`src/rtl/rv32i_types.sv`:
```
// Shared fetch-stage types: FSM state encoding, buffer entry layout and the NOP encoding.
package rv32i_types;

    localparam int unsigned XLEN = 32;
    localparam logic [XLEN-1:0] NOP_INSTR = 32'h0000_0013;

    typedef enum logic [1:0] {
        IDLE  = 2'd0,
        FETCH = 2'd1,
        DRAIN = 2'd2
    } fetch_state_t;

    typedef struct packed {
        logic [XLEN-1:0] pc;
        logic [XLEN-1:0] ir;
    } fetch_entry_t;

    function automatic logic [XLEN-1:0] align_word(input logic [XLEN-1:0] addr);
        return {addr[XLEN-1:2], 2'b00};
    endfunction

endpackage

```
`src/rtl/fetch_fifo.sv`:
```
// Instruction buffer of {pc, ir} entries with a combinational head; push at full is
// accepted only together with a pop.
module fetch_fifo
    import rv32i_types::*;
#(
    parameter int unsigned DEPTH = 2
) (
    input  logic                     clk,
    input  logic                     rst,
    input  logic                     push,
    input  logic                     pop,
    input  logic                     clear,
    input  fetch_entry_t             wdata,
    output logic                     full,
    output logic                     empty,
    output logic [$clog2(DEPTH):0]   count,
    output fetch_entry_t             head
);

    localparam int unsigned PTR_W = $clog2(DEPTH);
    localparam int unsigned CNT_W = PTR_W + 1;

    fetch_entry_t     mem [DEPTH];
    logic [PTR_W-1:0] wr_ptr;
    logic [PTR_W-1:0] rd_ptr;
    logic             do_push;
    logic             do_pop;

    assign full    = (count == CNT_W'(DEPTH));
    assign empty   = (count == '0);
    assign do_push = push & (~full | pop);
    assign do_pop  = pop & ~empty;
    assign head    = mem[rd_ptr];

    always_ff @(posedge clk or negedge rst) begin
        if (!rst) begin
            wr_ptr <= '0;
            rd_ptr <= '0;
            count  <= '0;
        end else if (clear) begin
            wr_ptr <= '0;
            rd_ptr <= '0;
            count  <= '0;
        end else begin
            if (do_push) wr_ptr <= wr_ptr + PTR_W'(1);
            if (do_pop)  rd_ptr <= rd_ptr + PTR_W'(1);
            count <= count + CNT_W'(do_push) - CNT_W'(do_pop);
        end
    end

    // Payload storage carries no reset; validity is tracked by count alone.
    always_ff @(posedge clk) begin
        if (do_push && !clear) mem[wr_ptr] <= wdata;
    end

endmodule

```
`src/rtl/instr_fetch.sv`:
```
// Instruction fetch stage: single-outstanding memory request FSM feeding a small buffer.
// Optional macro FETCH_BYPASS_EN forwards a response straight to the outputs when the buffer is empty.
module instr_fetch
    import rv32i_types::*;
#(
    parameter logic [31:0] RESET_PC = 32'h0000_0000,
    parameter int unsigned DEPTH    = 2
) (
    input  logic        clk,
    input  logic        rst,
    output logic        imem_read,
    output logic [31:0] imem_address,
    input  logic [31:0] imem_rdata,
    input  logic        imem_resp,
    input  logic        stall,
    input  logic        redirect,
    input  logic [31:0] redirect_pc,
    output logic        if_valid,
    output logic [31:0] ir_out,
    output logic [31:0] pc_out,
    output logic        load_out,
    output logic        flush_out
);

    localparam int unsigned CNT_W = $clog2(DEPTH) + 1;
    localparam int unsigned OCC_W = CNT_W + 1;

    fetch_state_t     state;
    fetch_state_t     state_nxt;
    logic [31:0]      fetch_pc;
    logic [31:0]      fetch_pc_nxt;
    logic [31:0]      req_addr_nxt;

    logic             push;
    logic             pop;
    logic             full;
    logic             empty;
    logic [CNT_W-1:0] count;
    fetch_entry_t     head;
    fetch_entry_t     wdata;
    logic [OCC_W-1:0] occ_nxt;
    logic             space;
    logic             bypass_hit;

    fetch_fifo #(.DEPTH(DEPTH)) u_fifo (
        .clk   (clk),
        .rst   (rst),
        .push  (push),
        .pop   (pop),
        .clear (redirect),
        .wdata (wdata),
        .full  (full),
        .empty (empty),
        .count (count),
        .head  (head)
    );

`ifdef FETCH_BYPASS_EN
    assign bypass_hit = (state == FETCH) & imem_resp & ~redirect & empty & ~stall;
`else
    assign bypass_hit = 1'b0;
`endif

    // Buffer control and decode-facing outputs; redirect overrides any push or pop.
    always_comb begin
        wdata     = '{pc: fetch_pc, ir: imem_rdata};
        push      = (state == FETCH) & imem_resp & ~redirect & ~bypass_hit & (~full | pop);
        pop       = ~empty & ~stall & ~redirect;
        occ_nxt   = OCC_W'(count) + OCC_W'(push) - OCC_W'(pop);
        space     = (occ_nxt < OCC_W'(DEPTH));
        if_valid  = ~empty | bypass_hit;
        ir_out    = NOP_INSTR;
        pc_out    = '0;
        if (bypass_hit) begin
            ir_out = imem_rdata;
            pc_out = fetch_pc;
        end else if (!empty) begin
            ir_out = head.ir;
            pc_out = head.pc;
        end
        load_out  = if_valid & ~stall;
        flush_out = redirect | (~if_valid & ~stall);
    end

    // Next-state logic; fetch_pc is the address of the outstanding or next request.
    always_comb begin
        state_nxt    = state;
        fetch_pc_nxt = fetch_pc;
        unique case (state)
            IDLE: begin
                if (redirect) begin
                    fetch_pc_nxt = align_word(redirect_pc);
                    state_nxt    = FETCH;
                end else if (space) begin
                    state_nxt = FETCH;
                end
            end
            FETCH: begin
                if (redirect) begin
                    fetch_pc_nxt = align_word(redirect_pc);
                    state_nxt    = imem_resp ? FETCH : DRAIN;
                end else if (imem_resp) begin
                    fetch_pc_nxt = fetch_pc + 32'd4;
                    state_nxt    = space ? FETCH : IDLE;
                end
            end
            DRAIN: begin
                if (redirect) fetch_pc_nxt = align_word(redirect_pc);
                if (imem_resp) state_nxt = FETCH;
            end
            default: state_nxt = IDLE;
        endcase
        req_addr_nxt = (state_nxt == FETCH) ? fetch_pc_nxt : imem_address;
    end

    // DRAIN keeps imem_address on the abandoned request until its response lands.
    always_ff @(posedge clk or negedge rst) begin
        if (!rst) begin
            state        <= IDLE;
            fetch_pc     <= RESET_PC;
            imem_address <= RESET_PC;
            imem_read    <= 1'b0;
        end else begin
            state        <= state_nxt;
            fetch_pc     <= fetch_pc_nxt;
            imem_address <= req_addr_nxt;
            imem_read    <= (state_nxt != IDLE);
        end
    end

endmodule

```
`config.mk`:
```
export PLATFORM = sky130hd
export DESIGN_NAME = instr_fetch
export DESIGN_NICKNAME = d
export VERILOG_FILES = /design/src/rtl/rv32i_types.sv /design/src/rtl/fetch_fifo.sv /design/src/rtl/instr_fetch.sv
export SDC_FILE = /design/constraint.sdc
export NUM_CORES = 1
export LEC_CHECK = 0
export ABC_AREA = 1
export CAP_MARGIN = 0
export CORE_MARGIN = 2
export CORE_UTILIZATION = 45
export DETAILED_ROUTE_END_ITERATION = 16
export PLACE_DENSITY = 0.67
export RECOVER_POWER = 100
export SLEW_MARGIN = 20
export SYNTH_ARGS = -nofsm -noshare
export SYNTH_HDL_FRONTEND = slang
export SYNTH_SLANG_ARGS = --single-unit
```
`constraint.sdc`:
```
create_clock -name clk -period 7.68 [get_ports clk]
set_input_delay 1.536 -clock clk [delete_from_list [all_inputs] [get_ports clk]]
set_output_delay 1.536 -clock clk [all_outputs]
set_load 0.01 [all_outputs]
```
# Word level (Yosys, flattened, before mapping)
# Memory sizes are Yosys's and may differ from the RTL's.
# Cells that the tools add are included.
# totals
register_bits	71
ramBits	128
inputBits	69
out_inout_bits	100
word_cells	63
mem_count	1
# op_classes
add_sub_neg	7
order_cmp	1
n_eq_ne	4
n_mux	21
n_bitwise	14
reduce_logical	8
# memory_table
memory	words	width	read_ports	rd_clocked_by_memory_dff	wr	line	text
u_fifo.mem	2	64	1	0	1	fetch_fifo.sv:23	fetch_entry_t mem [DEPTH];
# ops
op	n
$mux W32	5
$pmux W32 S2	1
$add A32 B3 Y32 const B	1
$mux W2	7
$and A1 B1 Y1	8
$mux W1	7
$pmux W2 S3	1
$reduce_bool A2 Y1	3
$eq A2 B1 Y1 const B	2
$eq A2 B2 Y1 const B	2
$logic_not A2 Y1	2
$not A1 Y1	4
$add A2 B1 Y3	1
$lt A3 B2 Y1 const B	1
$sub A3 B1 Y3	1
$add A1 B1 Y1 const B	2
$add A2 B1 Y2	1
$or A1 B1 Y1	2
$reduce_or A2 Y1	1
$sub A2 B1 Y2	1
$logic_and A1 B1 Y1	1
$logic_not A1 Y1	1

# Depth between registers and ports, before layout
# depth
word_depth	14
ltp_mapped	14
ltp_nobuf	14

# Modules after synthesis
# Synthesis repeated with hierarchy kept, for this count alone.
# hier_totals
hier_cells	1076
area_unflattened_um2	9540.4
# modules_own_cells
module	instances	cells_per_inst	area_each_um2	seq_area_each_um2
fetch_fifo	1	373	4912.2	3943.8
instr_fetch	1	703	4628.2	1676.6

# Worst setup path after synthesis
# Ideal clock, no wire load.
# synth_path
kind	input port to flip-flop
startpoint	input redirect
endpoint	memory u_fifo.mem[0][0] in the netlist's numbering (enable)
setup_time_ns	0.487
arrival_ns	4.790
t_required_ns	7.193
path_slack_ns	2.404
path_stages	4
n_path_buf	1
cell_sequence	buf_2 nor3_1 o31ai_1 nor2_1
# synth_between
elab_chain_cells	8
word_cells_on_any_way	10
classes_between	mux (2); bitwise (6); reduce/logical (2)
# synth_rtl
element	line	text
start, declared	instr_fetch.sv:16	input logic redirect,
$not A1 Y1	instr_fetch.sv:67, instr_fetch.sv:68	
$and A1 B1 Y1	instr_fetch.sv:68	pop = ~empty & ~stall & ~redirect;
$or A1 B1 Y1	fetch_fifo.sv:31, instr_fetch.sv:67	
$and A1 B1 Y1	instr_fetch.sv:67	push = (state == FETCH) & imem_resp & ~redirect & ~bypass_hit & (~full | pop);
$and A1 B1 Y1	fetch_fifo.sv:31	assign do_push = push & (~full | pop);
$logic_and A1 B1 Y1 *	fetch_fifo.sv:53	if (do_push && !clear) mem[wr_ptr] <= wdata;
$mux W1 *	fetch_fifo.sv:53	
$mux W1 (not written as such) *	fetch_fifo.sv:53	
end, declared	fetch_fifo.sv:23	
# Every way passes the cells marked *; elsewhere a longest branch is shown, timed or not.

# Final worst setup path
# layout_path
startpoint	input imem_resp
endpoint	register imem_address[11]
# layout_between
elab_chain_cells	11
word_cells_on_any_way	18
classes_between	add/sub (2); order compare (1); eq/ne (1); mux (11); bitwise (3)
# layout_rtl
element	line	text
start, declared	instr_fetch.sv:14	input logic imem_resp,
$and A1 B1 Y1 (3 in a row)	instr_fetch.sv:67	
$add A2 B1 Y3	instr_fetch.sv:69	occ_nxt = OCC_W'(count) + OCC_W'(push) - OCC_W'(pop);
$sub A3 B1 Y3	instr_fetch.sv:69	
$lt A3 B2 Y1	instr_fetch.sv:70	space = (occ_nxt < OCC_W'(DEPTH));
$mux W1	instr_fetch.sv:104	state_nxt = space ? FETCH : IDLE;
$mux W2	instr_fetch.sv:102	end else if (imem_resp) begin
$mux W2	instr_fetch.sv:99	if (redirect) begin
$pmux W2 S3	instr_fetch.sv:89	unique case (state)
$eq A2 B1 Y1	instr_fetch.sv:113	req_addr_nxt = (state_nxt == FETCH) ? fetch_pc_nxt : imem_address;
end signal, assigned	instr_fetch.sv:126	imem_address <= req_addr_nxt;
end, declared	instr_fetch.sv:12	output logic [31:0] imem_address,
# Parallel ways exist; a longest one is shown, timed or not.
# A chain may end at the register's enable or synchronous reset.

==> flow_metrics.tcl <==
set metrics [dict create \
    yosysTopAreaCellShare_pct 42.2 \
    slowest_stage "dlygate4sd3_1" \
    crit_top_cell "nand2_1" \
    cts.path.max_buffers 2 \
    initial_utilization_pct 45.4 \
    reg2reg_slack_ns 2.82 \
    drt_iter0_drc 465 \
    holdWs_ns 0.473 \
    track_usage_pct 21.6 \
    swShare_pct 38.4 \
    cp-start-kind "input port" \
    slowest_delay_ns 0.93 \
    die_area_sq_um 21400 \
    power_frac_comb_pct 35.2 \
    seqPwrFrac_pct 41.7 \
    grt_pass1_vias 6976 \
    viasPerCell 5.12 \
    tns_ns 0 \
    arrival_ns 6.43 \
    grt_max_degree 72 \
    required_ns 8.01 \
    post_cts_resize_count 0 \
    path_class "input port to register" \
    fp-row-count 52 \
    hold_buffers 0 \
    fin_crit_ns 6.10 \
    final_util_pct 57.7 \
    status "complete, but fails checks" \
    gp_congestion 0.914 \
    relSlewSlack_pct -165 \
    pwr-share-clk_pct 23.1 \
    cts_tree "built" \
    synth_area_leaders "edfxtp_1 42%, dfrtp_1 20%, nand2_1 14%" \
    synth_seq_area_share_pct 61.7 \
    final-hold-violation-count 0 \
    routed_wl_um 22400 \
    ys_ff_latch 199 \
    cellPowerDensity_nw_per_um2 339 \
    firstDrtPassIters 5 \
    syn-num-nets 1043 \
    drive_above_1_share_pct 6.43 \
    root_buffer "clkbuf_16" \
    worstHoldPathType "register to register" \
    yosysTopAreaCell "edfxtp_1" \
    power.switching_mw 1.51 \
    clock_latency_ns 0.44 \
    finalCritPeriodShare_pct 79.4 \
    end_kind "register" \
    die_w_um 146 \
    layout.nets 1196 \
    fmax_mhz 164 \
    fin_worst_skew_ns 0.0138 \
    setup-violations-final 0 \
    cap_viol_max_count 5 \
    crit_chain "dlygate4sd3_1 > inv_1 > nor3_1 > o31ai_1 > or2_2 > fa_1 > o21ai_0 > a21oi_1 > o221ai_1 > nand2_1 > inv_2 > nand2_1 > nand2_1" \
    syn_area_sq_um 9100 \
    worst_pin_slew_ns 3.98 \
    htreeDepth 4 \
    postRouteAntennaNets 0 \
    crit_fanout 34 \
    synth_cell_types 37 \
    slew_viol_final 225 \
    grt_pass1_wl_um 36600 \
    ir_drop_uv 168 \
    power.total_mw 3.92 \
    path_clk_slew_ns 0.07 \
    syn_area_per_cell_sq_um 9.40 \
    wl_per_cell_um 15.9 \
    grt_overflow_total 0 \
    violations "capacitance limit, slew limit" \
    antenna_found_initial 0 \
    cts_buffers 17 \
    route.detailed.drc 0 \
    dp_hpwl_um 14500 \
    cts_sinks 199 \
    cts_setup_buffers 0 \
    die-height_um 146 \
    area_growth_pct 27.0 \
    vias 7203 \
    portBuffers 166 \
    p_leak_nw 4.90 \
    synthCells 969 \
    rsz0062_at_grt "false" \
    pin_count 169 \
    power.internal_mw 2.42 \
    yosysWarnings 0 \
    core_area_sq_um 20000 \
]
## state kept, by name (all words and copies together), names as in the netlist
register / cells
state: 2
imem_address: 32
imem_read: 1
u_fifo.rd_ptr: 1
u_fifo.mem: 128
u_fifo.count: 2
fetch_pc: 32
u_fifo.wr_ptr: 1
## worst max-delay path, delay by kind of cell
kind	cells	cell delay [ns]
buf+inv	3	1.72
simple gates	5	1.97
compound gates	4	0.68
fa+ha+maj	1	0.48
## metal layers
layer | up-vias | track usage, % | routed length [um]
met3 | 29 | 4.25 | 1350
li1 | 3518 | - | -
met2 | 232 | 34.4 | 10600
met5 | - | 0 | 0
met1 | 3424 | 30.4 | 10100
met4 | 0 | 6.31 | 336
## cell families after synthesis
family                     after synthesis  share of synthesized area [%]
and+or+nand+nor                        516                           24.1
DFF                                    199                           61.7
AOI/OAI and AO/OA                      126                           7.74
buffers and inverters                  119                           5.30
adders and majority gates                5                          0.770
xor gates and xnor gates                 4                          0.385
## path summary, 6_finish.rpt
path / cells after the start / end / start
setup / recovery: 13 / imem_address[11]$_DFFE_PN0N_ / imem_resp
hold / removal: 2 / imem_address[1]$_DFFE_PN0N_ / imem_address[1]$_DFFE_PN0N_
setup reg to reg: 13 / imem_address[11]$_DFFE_PN0N_ / state[0]$_DFF_PN0_
hold reg to reg: 2 / imem_address[1]$_DFFE_PN0N_ / imem_address[1]$_DFFE_PN0N_
max in group asynchronous: 2 / u_fifo.rd_ptr$_DFFE_PN0P_ / rst
min in group asynchronous: 2 / imem_address[29]$_DFFE_PN0N_ / rst
## synthesized netlist by cell type
cell type,instances
or2_2,10
buf_1,11
buf_2,8
a221oi_1,1
nand3_2,1
nor3_2,1
o21ai_1,2
a21oi_1,69
inv_1,73
o221ai_1,1
o21bai_2,1
inv_2,4
nand3_1,56
a31oi_1,1
nor2_1,65
buf_4,7
nand4_1,8
o21ai_0,26
nor3_1,10
nor2_2,6
o211ai_1,5
xnor2_1,1
dfrtp_1,71
nor2_8,1
nor2_4,6
fa_1,1
edfxtp_1,128
clkbuf_1,16
ha_1,4
nand2_1,343
nand2_2,5
o32ai_1,7
xor2_1,3
o22ai_1,10
nand2_4,3
o31ai_1,3
nand3b_1,1
## final cells by class
| cell class | instances | area [sq um] |
|---|---|---|
| Multi-Input combinational cell | 651 | 2990 |
| Sequential cell | 199 | 5620 |
| Fill cell | 1829 | 8480 |
| Tap cell | 270 | 338 |
| Clock inverter | 15 | 181 |
| Timing Repair Buffer | 176 | 1710 |
| Clock buffer | 17 | 425 |
| Inverter | 77 | 289 |
| Antenna cell | 2 | 5.00 |
## placed cells by master (no fill, tap or decap), drive strengths merged
| cell | n |
|---|---|
| o31ai | 3 |
| a221oi | 1 |
| o21bai | 1 |
| dfrtp | 71 |
| or2 | 10 |
| nand2 | 351 |
| clkinv | 5 |
| o32ai | 7 |
| xnor2 | 1 |
| clkdlybuf4s50 | 32 |
| diode | 2 |
| nand3 | 57 |
| a31oi | 1 |
| nor3 | 11 |
| a21oi | 69 |
| inv | 85 |
| xor2 | 3 |
| o221ai | 1 |
| nand3b | 1 |
| clkbuf | 22 |
| nor2 | 78 |
| fa | 1 |
| o211ai | 5 |
| edfxtp | 128 |
| o22ai | 10 |
| ha | 4 |
| nand4 | 8 |
| buf | 6 |
| o21ai | 28 |
| clkinvlp | 1 |
| bufinv | 1 |
| dlygate4sd3 | 133 |
## through the flow
stage               cell area, sq um  worst slack (ns)  std cells
floorplan                       9100              2.40        969
global placement               11000              1.98       1372
detailed placement             11000              1.84       1372
CTS                            11600              2.34       1404
global route                   11600              1.28       1405
finish                         11600              1.58       1407
## power by group through the flow
stage	registers [mW]	clock network [mW]	logic (mW)
after floorplan	1.63	0	0.815
after global placement	1.65	0	1.44
final	1.64	0.905	1.38
after CTS	1.64	0.921	1.47
after detailed placement	1.66	0	1.46
after global routing	1.67	0.961	1.55
Note: power is estimated with default switching activity, not from simulation.
